===== src/rtl/decode_stage.sv =====
// decode_stage: registered RV32/RV64 instruction decode with valid/ready handshake and optional skid buffer.
// Optional SYSTEM/CSR decode is compiled in when the DECODE_CSR_EN macro is defined.
module decode_stage #(
  parameter int XLEN = 32'd32,
  parameter int SKID = 32'd0
) (
  input  logic            clk,
  input  logic            rst,
  input  logic            flush,
  input  logic            in_valid,
  output logic            in_ready,
  input  logic [31:0]     in_instr,
  input  logic [XLEN-1:0] in_pc,
  output logic            out_valid,
  input  logic            out_ready,
  output logic [XLEN-1:0] out_pc,
  output logic [6:0]      out_opcode,
  output logic [2:0]      out_funct3,
  output logic [6:0]      out_funct7,
  output logic [4:0]      out_rs1,
  output logic [4:0]      out_rs2,
  output logic [4:0]      out_rd,
  output logic            out_rs1_en,
  output logic            out_rs2_en,
  output logic            out_rd_wen,
  output logic [XLEN-1:0] out_imm,
  output logic [2:0]      out_fmt,
  output logic            out_illegal
);

  localparam bit RV64 = (XLEN == 32'd64);

  localparam logic [6:0] OP_R     = 7'b0110011;
  localparam logic [6:0] OP_IMM   = 7'b0010011;
  localparam logic [6:0] OP_LOAD  = 7'b0000011;
  localparam logic [6:0] OP_STORE = 7'b0100011;
  localparam logic [6:0] OP_BR    = 7'b1100011;
  localparam logic [6:0] OP_JAL   = 7'b1101111;
  localparam logic [6:0] OP_JALR  = 7'b1100111;
  localparam logic [6:0] OP_LUI   = 7'b0110111;
  localparam logic [6:0] OP_AUIPC = 7'b0010111;
  localparam logic [6:0] OP_SYS   = 7'b1110011;

  localparam logic [2:0] FMT_R   = 3'd0;
  localparam logic [2:0] FMT_I   = 3'd1;
  localparam logic [2:0] FMT_S   = 3'd2;
  localparam logic [2:0] FMT_B   = 3'd3;
  localparam logic [2:0] FMT_U   = 3'd4;
  localparam logic [2:0] FMT_J   = 3'd5;
  localparam logic [2:0] FMT_SYS = 3'd6;
  localparam logic [2:0] FMT_BAD = 3'd7;

  typedef struct packed {
    logic [XLEN-1:0] pc;
    logic [6:0]      opcode;
    logic [2:0]      funct3;
    logic [6:0]      funct7;
    logic [4:0]      rs1;
    logic [4:0]      rs2;
    logic [4:0]      rd;
    logic            rs1_en;
    logic            rs2_en;
    logic            rd_wen;
    logic [XLEN-1:0] imm;
    logic [2:0]      fmt;
    logic            illegal;
  } bundle_t;

  function automatic logic [XLEN-1:0] sext32(input logic [31:0] v);
    logic signed [XLEN-1:0] r;
    r = $signed(v);
    return r;
  endfunction

  logic [6:0] op_s;
  logic [2:0] f3_s;
  logic [6:0] f7_s;
  logic       bad_s;
  logic       wr_s;
  bundle_t    fld_s;
  bundle_t    dec_s;
  bundle_t    out_r;
  bundle_t    skid_r;
  logic       out_valid_r;
  logic       skid_valid_r;
  logic       out_free_s;
  logic       accept_s;

  assign op_s = in_instr[6:0];
  assign f3_s = in_instr[14:12];
  assign f7_s = in_instr[31:25];

  // Field extraction and legality per opcode; illegal words collapse to a zeroed BAD bundle.
  always_comb begin
    fld_s        = '0;
    fld_s.pc     = in_pc;
    fld_s.opcode = op_s;
    bad_s        = 1'b0;
    wr_s         = 1'b0;
    case (op_s)
      OP_R: begin
        fld_s.fmt    = FMT_R;
        fld_s.funct3 = f3_s;
        fld_s.funct7 = f7_s;
        fld_s.rs1    = in_instr[19:15];
        fld_s.rs2    = in_instr[24:20];
        fld_s.rd     = in_instr[11:7];
        fld_s.rs1_en = 1'b1;
        fld_s.rs2_en = 1'b1;
        wr_s         = 1'b1;
        if (f7_s == 7'b0000000) begin
          bad_s = 1'b0;
        end else if (f7_s == 7'b0100000) begin
          bad_s = !((f3_s == 3'b000) || (f3_s == 3'b101));
        end else begin
          bad_s = 1'b1;
        end
      end
      OP_IMM: begin
        fld_s.fmt    = FMT_I;
        fld_s.funct3 = f3_s;
        fld_s.rs1    = in_instr[19:15];
        fld_s.rd     = in_instr[11:7];
        fld_s.rs1_en = 1'b1;
        wr_s         = 1'b1;
        if ((f3_s == 3'b001) || (f3_s == 3'b101)) begin
          // instr[25] is shamt[5] on RV64, so it never belongs to the reported funct7
          fld_s.funct7 = {in_instr[31:26], 1'b0};
          fld_s.imm    = RV64 ? XLEN'(in_instr[25:20]) : XLEN'(in_instr[24:20]);
          if (!RV64 && in_instr[25]) begin
            bad_s = 1'b1;
          end else if (f3_s == 3'b001) begin
            bad_s = (in_instr[31:26] != 6'b000000);
          end else begin
            bad_s = !((in_instr[31:26] == 6'b000000) || (in_instr[31:26] == 6'b010000));
          end
        end else begin
          fld_s.imm = sext32({{20{in_instr[31]}}, in_instr[31:20]});
        end
      end
      OP_LOAD: begin
        fld_s.fmt    = FMT_I;
        fld_s.funct3 = f3_s;
        fld_s.rs1    = in_instr[19:15];
        fld_s.rd     = in_instr[11:7];
        fld_s.rs1_en = 1'b1;
        fld_s.imm    = sext32({{20{in_instr[31]}}, in_instr[31:20]});
        wr_s         = 1'b1;
        bad_s        = (f3_s == 3'b111) || (!RV64 && ((f3_s == 3'b011) || (f3_s == 3'b110)));
      end
      OP_STORE: begin
        fld_s.fmt    = FMT_S;
        fld_s.funct3 = f3_s;
        fld_s.rs1    = in_instr[19:15];
        fld_s.rs2    = in_instr[24:20];
        fld_s.rs1_en = 1'b1;
        fld_s.rs2_en = 1'b1;
        fld_s.imm    = sext32({{20{in_instr[31]}}, in_instr[31:25], in_instr[11:7]});
        bad_s        = f3_s[2] || (!RV64 && (f3_s == 3'b011));
      end
      OP_BR: begin
        fld_s.fmt    = FMT_B;
        fld_s.funct3 = f3_s;
        fld_s.rs1    = in_instr[19:15];
        fld_s.rs2    = in_instr[24:20];
        fld_s.rs1_en = 1'b1;
        fld_s.rs2_en = 1'b1;
        fld_s.imm    = sext32({{19{in_instr[31]}}, in_instr[31], in_instr[7],
                               in_instr[30:25], in_instr[11:8], 1'b0});
        bad_s        = (f3_s == 3'b010) || (f3_s == 3'b011);
      end
      OP_JAL: begin
        fld_s.fmt = FMT_J;
        fld_s.rd  = in_instr[11:7];
        fld_s.imm = sext32({{11{in_instr[31]}}, in_instr[31], in_instr[19:12],
                            in_instr[20], in_instr[30:21], 1'b0});
        wr_s      = 1'b1;
      end
      OP_JALR: begin
        fld_s.fmt    = FMT_I;
        fld_s.funct3 = f3_s;
        fld_s.rs1    = in_instr[19:15];
        fld_s.rd     = in_instr[11:7];
        fld_s.rs1_en = 1'b1;
        fld_s.imm    = sext32({{20{in_instr[31]}}, in_instr[31:20]});
        wr_s         = 1'b1;
        bad_s        = (f3_s != 3'b000);
      end
      OP_LUI, OP_AUIPC: begin
        fld_s.fmt = FMT_U;
        fld_s.rd  = in_instr[11:7];
        fld_s.imm = sext32({in_instr[31:12], 12'h000});
        wr_s      = 1'b1;
      end
`ifdef DECODE_CSR_EN
      OP_SYS: begin
        // rs1 carries either the source register or the 5-bit zimm
        fld_s.fmt    = FMT_SYS;
        fld_s.funct3 = f3_s;
        fld_s.rs1    = in_instr[19:15];
        fld_s.rd     = in_instr[11:7];
        fld_s.imm    = XLEN'(in_instr[31:20]);
        fld_s.rs1_en = !f3_s[2] && (f3_s != 3'b000);
        wr_s         = 1'b1;
        case (f3_s)
          3'b000:  bad_s = !((in_instr == 32'h0000_0073) || (in_instr == 32'h0010_0073));
          3'b100:  bad_s = 1'b1;
          default: bad_s = 1'b0;
        endcase
      end
`else
      OP_SYS: begin
        bad_s = 1'b1;
      end
`endif
      default: begin
        bad_s = 1'b1;
      end
    endcase

    if (bad_s || (in_instr[1:0] != 2'b11)) begin
      dec_s         = '0;
      dec_s.pc      = in_pc;
      dec_s.opcode  = op_s;
      dec_s.fmt     = FMT_BAD;
      dec_s.illegal = 1'b1;
    end else begin
      dec_s        = fld_s;
      dec_s.rd_wen = wr_s && (fld_s.rd != 5'd0);
    end
  end

  assign out_free_s = !out_valid_r || out_ready;
  assign in_ready   = (SKID != 32'd0) ? !skid_valid_r : out_free_s;
  assign accept_s   = in_valid && in_ready;

  // Output register plus skid entry; the skid only fills when the output is stalled.
  always_ff @(posedge clk) begin
    if (rst) begin
      out_valid_r  <= 1'b0;
      skid_valid_r <= 1'b0;
      out_r        <= '0;
      skid_r       <= '0;
    end else if (flush) begin
      out_valid_r  <= 1'b0;
      skid_valid_r <= 1'b0;
    end else if (out_free_s) begin
      if (skid_valid_r) begin
        out_r        <= skid_r;
        out_valid_r  <= 1'b1;
        skid_valid_r <= 1'b0;
      end else begin
        out_valid_r <= accept_s;
        if (accept_s) begin
          out_r <= dec_s;
        end
      end
    end else if (accept_s) begin
      skid_r       <= dec_s;
      skid_valid_r <= 1'b1;
    end
  end

  assign out_valid   = out_valid_r;
  assign out_pc      = out_r.pc;
  assign out_opcode  = out_r.opcode;
  assign out_funct3  = out_r.funct3;
  assign out_funct7  = out_r.funct7;
  assign out_rs1     = out_r.rs1;
  assign out_rs2     = out_r.rs2;
  assign out_rd      = out_r.rd;
  assign out_rs1_en  = out_r.rs1_en;
  assign out_rs2_en  = out_r.rs2_en;
  assign out_rd_wen  = out_r.rd_wen;
  assign out_imm     = out_r.imm;
  assign out_fmt     = out_r.fmt;
  assign out_illegal = out_r.illegal;

endmodule


===== config.mk =====
export PLATFORM = sky130hd
export DESIGN_NAME = decode_stage
export DESIGN_NICKNAME = d
export VERILOG_FILES = /design/src/rtl/decode_stage.sv
export SDC_FILE = /design/constraint.sdc
export NUM_CORES = 1
export LEC_CHECK = 0
export BUFFER_PORTS_ARGS = -buffer_cell sky130_fd_sc_hd__buf_2
export CAP_MARGIN = 20
export CORE_MARGIN = 1.5
export CORE_UTILIZATION = 49
export CTS_BUF_LIST = sky130_fd_sc_hd__clkbuf_16
export DETAILED_ROUTE_END_ITERATION = 10
export PLACE_DENSITY = 0.78
export REMOVE_ABC_BUFFERS = 1
export SLEW_MARGIN = 20
export SYNTH_ARGS = -nofsm -noshare
export SYNTH_HDL_FRONTEND = slang
export SYNTH_SLANG_ARGS = --single-unit

===== constraint.sdc =====
create_clock -name clk -period 1.8 [get_ports clk]
set_input_delay 0.18 -clock clk [delete_from_list [all_inputs] [get_ports clk]]
set_output_delay 0.18 -clock clk [all_outputs]
set_load 0.05 [all_outputs]

After elaboration in Yosys (flattened, before gate mapping)
Index checks and enable logic that the tools add are counted.
- output and inout bits: 105
- logic and storage cells: 102
- input bits: 69
- register bits: 208
- equal/unequal tests: 18
- bitwise gates (word level): 2
- reduce and logical (&&, ||, !) cells: 32
- muxes and demuxes: 22
- operator list (cell ; number):
    103-bit two-way mux ; 2
    32-bit one-hot mux with 6 select lines ; 1
    64-bit two-way mux ; 1
    32-bit two-way mux ; 1
    7-bit by 6-bit equality test with 1-bit output, second input constant ; 4
    7-bit equality test, second input constant ; 3
    5-bit two-way mux ; 3
    3-bit one-hot mux with 5 select lines ; 1
    7-bit by 5-bit equality test with 1-bit output, second input constant ; 2
    7-bit one-hot mux with 2 select lines ; 1
    3-bit OR reduction ; 4
    3-bit equality test, second input constant ; 3
    1-bit logical OR ; 9
    1-bit two-way mux ; 9
    7-bit by 2-bit equality test with 1-bit output, second input constant ; 1
    7-bit zero test ; 1
    7-bit two-way mux ; 1
    1-bit one-hot mux with 7 select lines ; 1
    7-bit OR reduction ; 1
    3-bit by 2-bit equality test with 1-bit output, second input constant ; 2
    6-bit by 5-bit equality test with 1-bit output, second input constant ; 1
    6-bit zero test ; 1
    3-bit AND reduction ; 2
    6-bit nonzero test ; 1
    12 further kinds ; 18

Longest topological paths before layout
- depth after elaboration: 11
- mapped depth: 9
- mapped depth without buffers: 6

Worst setup path after synthesis
OpenSTA, ideal clock, no wires.
- kind: register to register
- start: reg out_valid_r, in the netlist out_valid
- end: reg out_r, in the netlist out_rs2[0]
- library setup time: 0.071 ns
- cell stages (with the launch flop): 7
- arrival: 2.339 ns
- data required time: 1.729 ns
- slack: -0.610 ns
- cell sequence: dfxtp_1 -> nand2b_1 -> o21ai_0 -> or3_1 -> clkbuf_1 -> nor4b_2 -> o2bb2ai_1
- word-level cells in the longest chain between the ends: 5
- ends and longest elaborated chain (element ; line ; RTL):
    start: declaration ; 84 ; logic out_valid_r;
    start signal: assignment ; 253 ; out_valid_r <= accept_s;
    1-bit zero test (*) ; 233 ; assign out_free_s = !out_valid_r || out_ready;
    1-bit logical OR (*) ; 233 ;
    named net in_ready ; 11 ; output logic in_ready,
    1-bit logical AND ; 235 ; assign accept_s = in_valid && in_ready;
    2-bit nonzero test (no line) ; -- ;
    3-bit AND reduction (no line) (*) ; -- ;
    end signal: assignment ; 249 ; out_r <= skid_r;
    end signal: assignment ; 255 ; out_r <= dec_s;
    end: declaration ; 82 ; bundle_t out_r;
Mark *: on every way through the listed nets, which the timed path passes. The rest lies on a longest branch.
A chain may end at the register's enable or synchronous reset.

Worst setup path in the final report
- start: reg skid_valid_r
- end: reg out_r, in the netlist out_funct7[5]
- word-level cells in the longest chain between the ends: 2
- elaborated cells on any way between the ends: 3
- ends and longest elaborated chain (element ; line ; RTL):
    start: declaration ; 85 ; logic skid_valid_r;
    start signal: assignment ; 241 ; skid_valid_r <= 1'b0;
    start signal: assignment ; 246 ; skid_valid_r <= 1'b0;
    start signal: assignment ; 251 ; skid_valid_r <= 1'b0;
    2-bit nonzero test (no line) ; -- ;
    3-bit AND reduction (no line) ; -- ;
Several ways; a longest one is shown, not always the timed one.

==> flow_summary.yaml <==
synthesis:
  avgSynthCellArea_um2: 9.32
  yosys.area_share.adder_pct: 0
  muxShareOfSynthArea_pct: 4.89
  synth_area_leaders: "dfxtp_1 52%, nor2b_1 8.7%, a211oi_1 5.8%"
  ys_ff_latch: 208
  synth_flop_cell: "dfxtp_1"
  yosys.area.top_type: "dfxtp_1"
  synth_edf_count: 0
  yosysSeqAreaShare_pct: 52.2
  synth-simple-area-share_pct: 22.7
  synth.most_common_cell: "dfxtp_1"
  synthXorXnorAreaFrac_pct: 0
  synth_compound_area_share_pct: 16.4
  async_flop_share_pct: 0
  yosys.area.top_type_share_pct: 52.2
  synth_top_cells_by_count: "208 x dfxtp_1, 111 x nor2b_1, 77 x nor2_1"
  synth_area_mm2: 0.00798
  synthDistinctLibCells: 45
  synth_top_family_by_area: "simple AND/OR/NAND/NOR gates"
  syn-instance-count: 856
  yosys_warnings: 0
timing:
  setup_viol: 0
  worst_pin_slew_ns: 0.697
  clock_skew_ns: 0.0105
  hold_viol: 0
  finalCritPeriodShare_pct: 98.5
  fmax_ghz: 0.564
  drv_slew: 0
  hold_ws_ns: 0.0188
  fin_ws_ns: 0.0268
  relSlewSlack_pct: 53.5
  grt_setup_unrepaired: "yes"
  finalCriticalPeriod_ns: 1.77
  fin_setup_tns_ns: 0
placed_design:
  gp_congestion: 0.853
  dp_hpwl_um: 13300
  dpl_cell_area_mm2: 0.00949
  dpl_worst_slack_ns: -0.509
  numPortBuffers: 173
power_and_ir_drop:
  p_leak_nw: 4.41
  peakVddDrop_uv: 708
  cellPowerDensity_mw_per_mm2: 943
  power_w: 0.00992
drt:
  avgRoutedWirePerCell_um: 15.8
  antenna_left: 0
  drt_iter0_drc: 461
  drcViolationCount: 0
  first_pass_iters: 5
  vias: 6923
  avgViaCountPerCell: 5.28
  wl_um: 20800
setup_path:
  cp.arrival_ns: 2.18
  crit_type: "reg2reg"
  r2r_slack_ns: 0.03
  crit_fanout: 3
  startpoint_type: "flip-flop"
  crit_required_ns: 2.21
  end_kind: "flip-flop"
clock_network:
  cts_buffers: 22
  clk_pin_slew_ns: 0.06
  clockBufferDepth: 3
  clock_sinks: 208
  cts-root-buf: "clkbuf_16"
  htreeDepth: 1
  cts_tree: "yes"
  clk-insertion-delay-late_ns: 0.49
global_routing:
  grt_max_degree: 155
  grt_pass1_wl_um: 32200
  grt_pass1_vias: 6505
  track_usage_pct: 23.1
  antenna_found_initial: 0
  overflow: 0
die:
  initial_utilization_pct: 50.2
  die-height_um: 131
  ios: 174
  num_rows: 46
  die_w_um: 131
  die_area_mm2: 0.0171
  core_mm2: 0.0159
layout:
  antennaDiodeCount: 0
  drive_above_1_share_pct: 28.7
  finalInstanceArea_mm2: 0.0105
  area_growth_pct: 31.7
  fin_nets: 1151
hold_path:
  min_path_type: "in2reg"
job:
  maxCapViolCount: 0
status:
  status: "completed"
-- power by group --
| part | switching (W) | leakage, nW | internal [W] |
|---|---|---|---|
| Sequential | 0.0000493 | 1.69 | 0.00470 |
| Clock | 0.00171 | 0.332 | 0.00227 |
| Combinational | 0.000791 | 2.39 | 0.000395 |
| Total | 0.00255 | 4.41 | 0.00737 |
-- cells in the final DEF, fill, tap and decap left out, types with 4 or more instances in the layout --
master,count
buf_2,172
nand3_1,12
o21ai_0,12
a21oi_1,70
nor3_1,5
dlygate4sd3_1,18
buf_12,4
buf_4,70
nor4_2,4
buf_6,7
clkbuf_16,24
clkinv_1,5
inv_1,13
dfxtp_1,207
a211oi_2,7
o32ai_1,6
mux2i_1,39
nand2b_1,4
nor4_1,16
a22oi_1,6
and3_1,34
o2bb2ai_1,21
nor2_1,75
a211oi_1,55
nand2_1,54
nor2b_1,110
-- final cells by class --
| class | count | area [um2] |
|---|---|---|
| fill | 1297 | 5370 |
| sequential | 208 | 4170 |
| multi-input combinational | 571 | 3660 |
| timing repair buffer | 273 | 1770 |
| clock buffer | 23 | 576 |
| tap | 216 | 270 |
| clock inverter | 13 | 50.0 |
| inverter | 6 | 22.5 |
-- critical path, cell delays in order, from the launching register on --
cell and delay (ns):
dfxtp_4 0.36, nor3_4 0.12, o211ai_1 0.19, a311oi_4 0.31, buf_4 0.18, or3b_4 0.37, a211oi_2 0.17
-- metal layers --
layer / routed length, um / vias to the layer above / global-route usage [%]
met5: 0 / - / 0
met4: 399 / 0 / 7.30
met3: 1340 / 31 / 5.29
met2: 9770 / 219 / 37.4
met1: 9240 / 3213 / 30.8
li1: - / 3460 / -
-- cells by family (layout without fill, tap and decap cells) --
kind of cell | after synthesis | after routing
mux | 39 | 39
simple gates | 337 | 337
buf+inv | 77 | 315
compound gates | 195 | 195
flops | 208 | 208
-- metrics by stage --
| stage | util [%] | std cells |
|---|---|---|
| final | 66.2 | 1310 |
| after global routing | 66.2 | 1310 |
| after CTS | 65.2 | 1305 |
| after detailed placement | 59.7 | 1250 |
| after global placement | 59.7 | 1250 |
| after floorplan | - | 785 |
-- registers in the layout, summed over array words and instances (netlist names) --
name / flops
skid_r: 103
out_imm: 32
out_pc: 32
out_funct7: 7
out_opcode: 7
out_rd: 5
out_rs1: 5
out_rs2: 5
out_fmt: 3
out_funct3: 3
out_illegal: 1
out_rd_wen: 1
out_rs1_en: 1
out_rs2_en: 1
out_valid: 1
skid_valid_r: 1
-- final timing paths --
| path | start | endpoint | cells after the start |
|---|---|---|---|
| setup / recovery | skid_valid_r | out_funct7[5] | 6 |
| hold / removal | in_pc[25] | out_pc[25] | 3 |
| setup reg to reg | skid_valid_r | out_funct7[5] | 6 |
| hold reg to reg | skid_r[1] | skid_r[1] | 2 |
-- what timing repair did --
item | 4_1_cts | 5_1_grt
pin swaps | 5 | 6
endpoints found under the setup margin | 53 | 65
hold buffers | 18 | 0
setup buffers | 1 | 3
gates cloned | 0 | 2
endpoints found under the hold margin | 24 | 0
resized for setup | 12 | 21
Power figures use the tool's default switching activity.
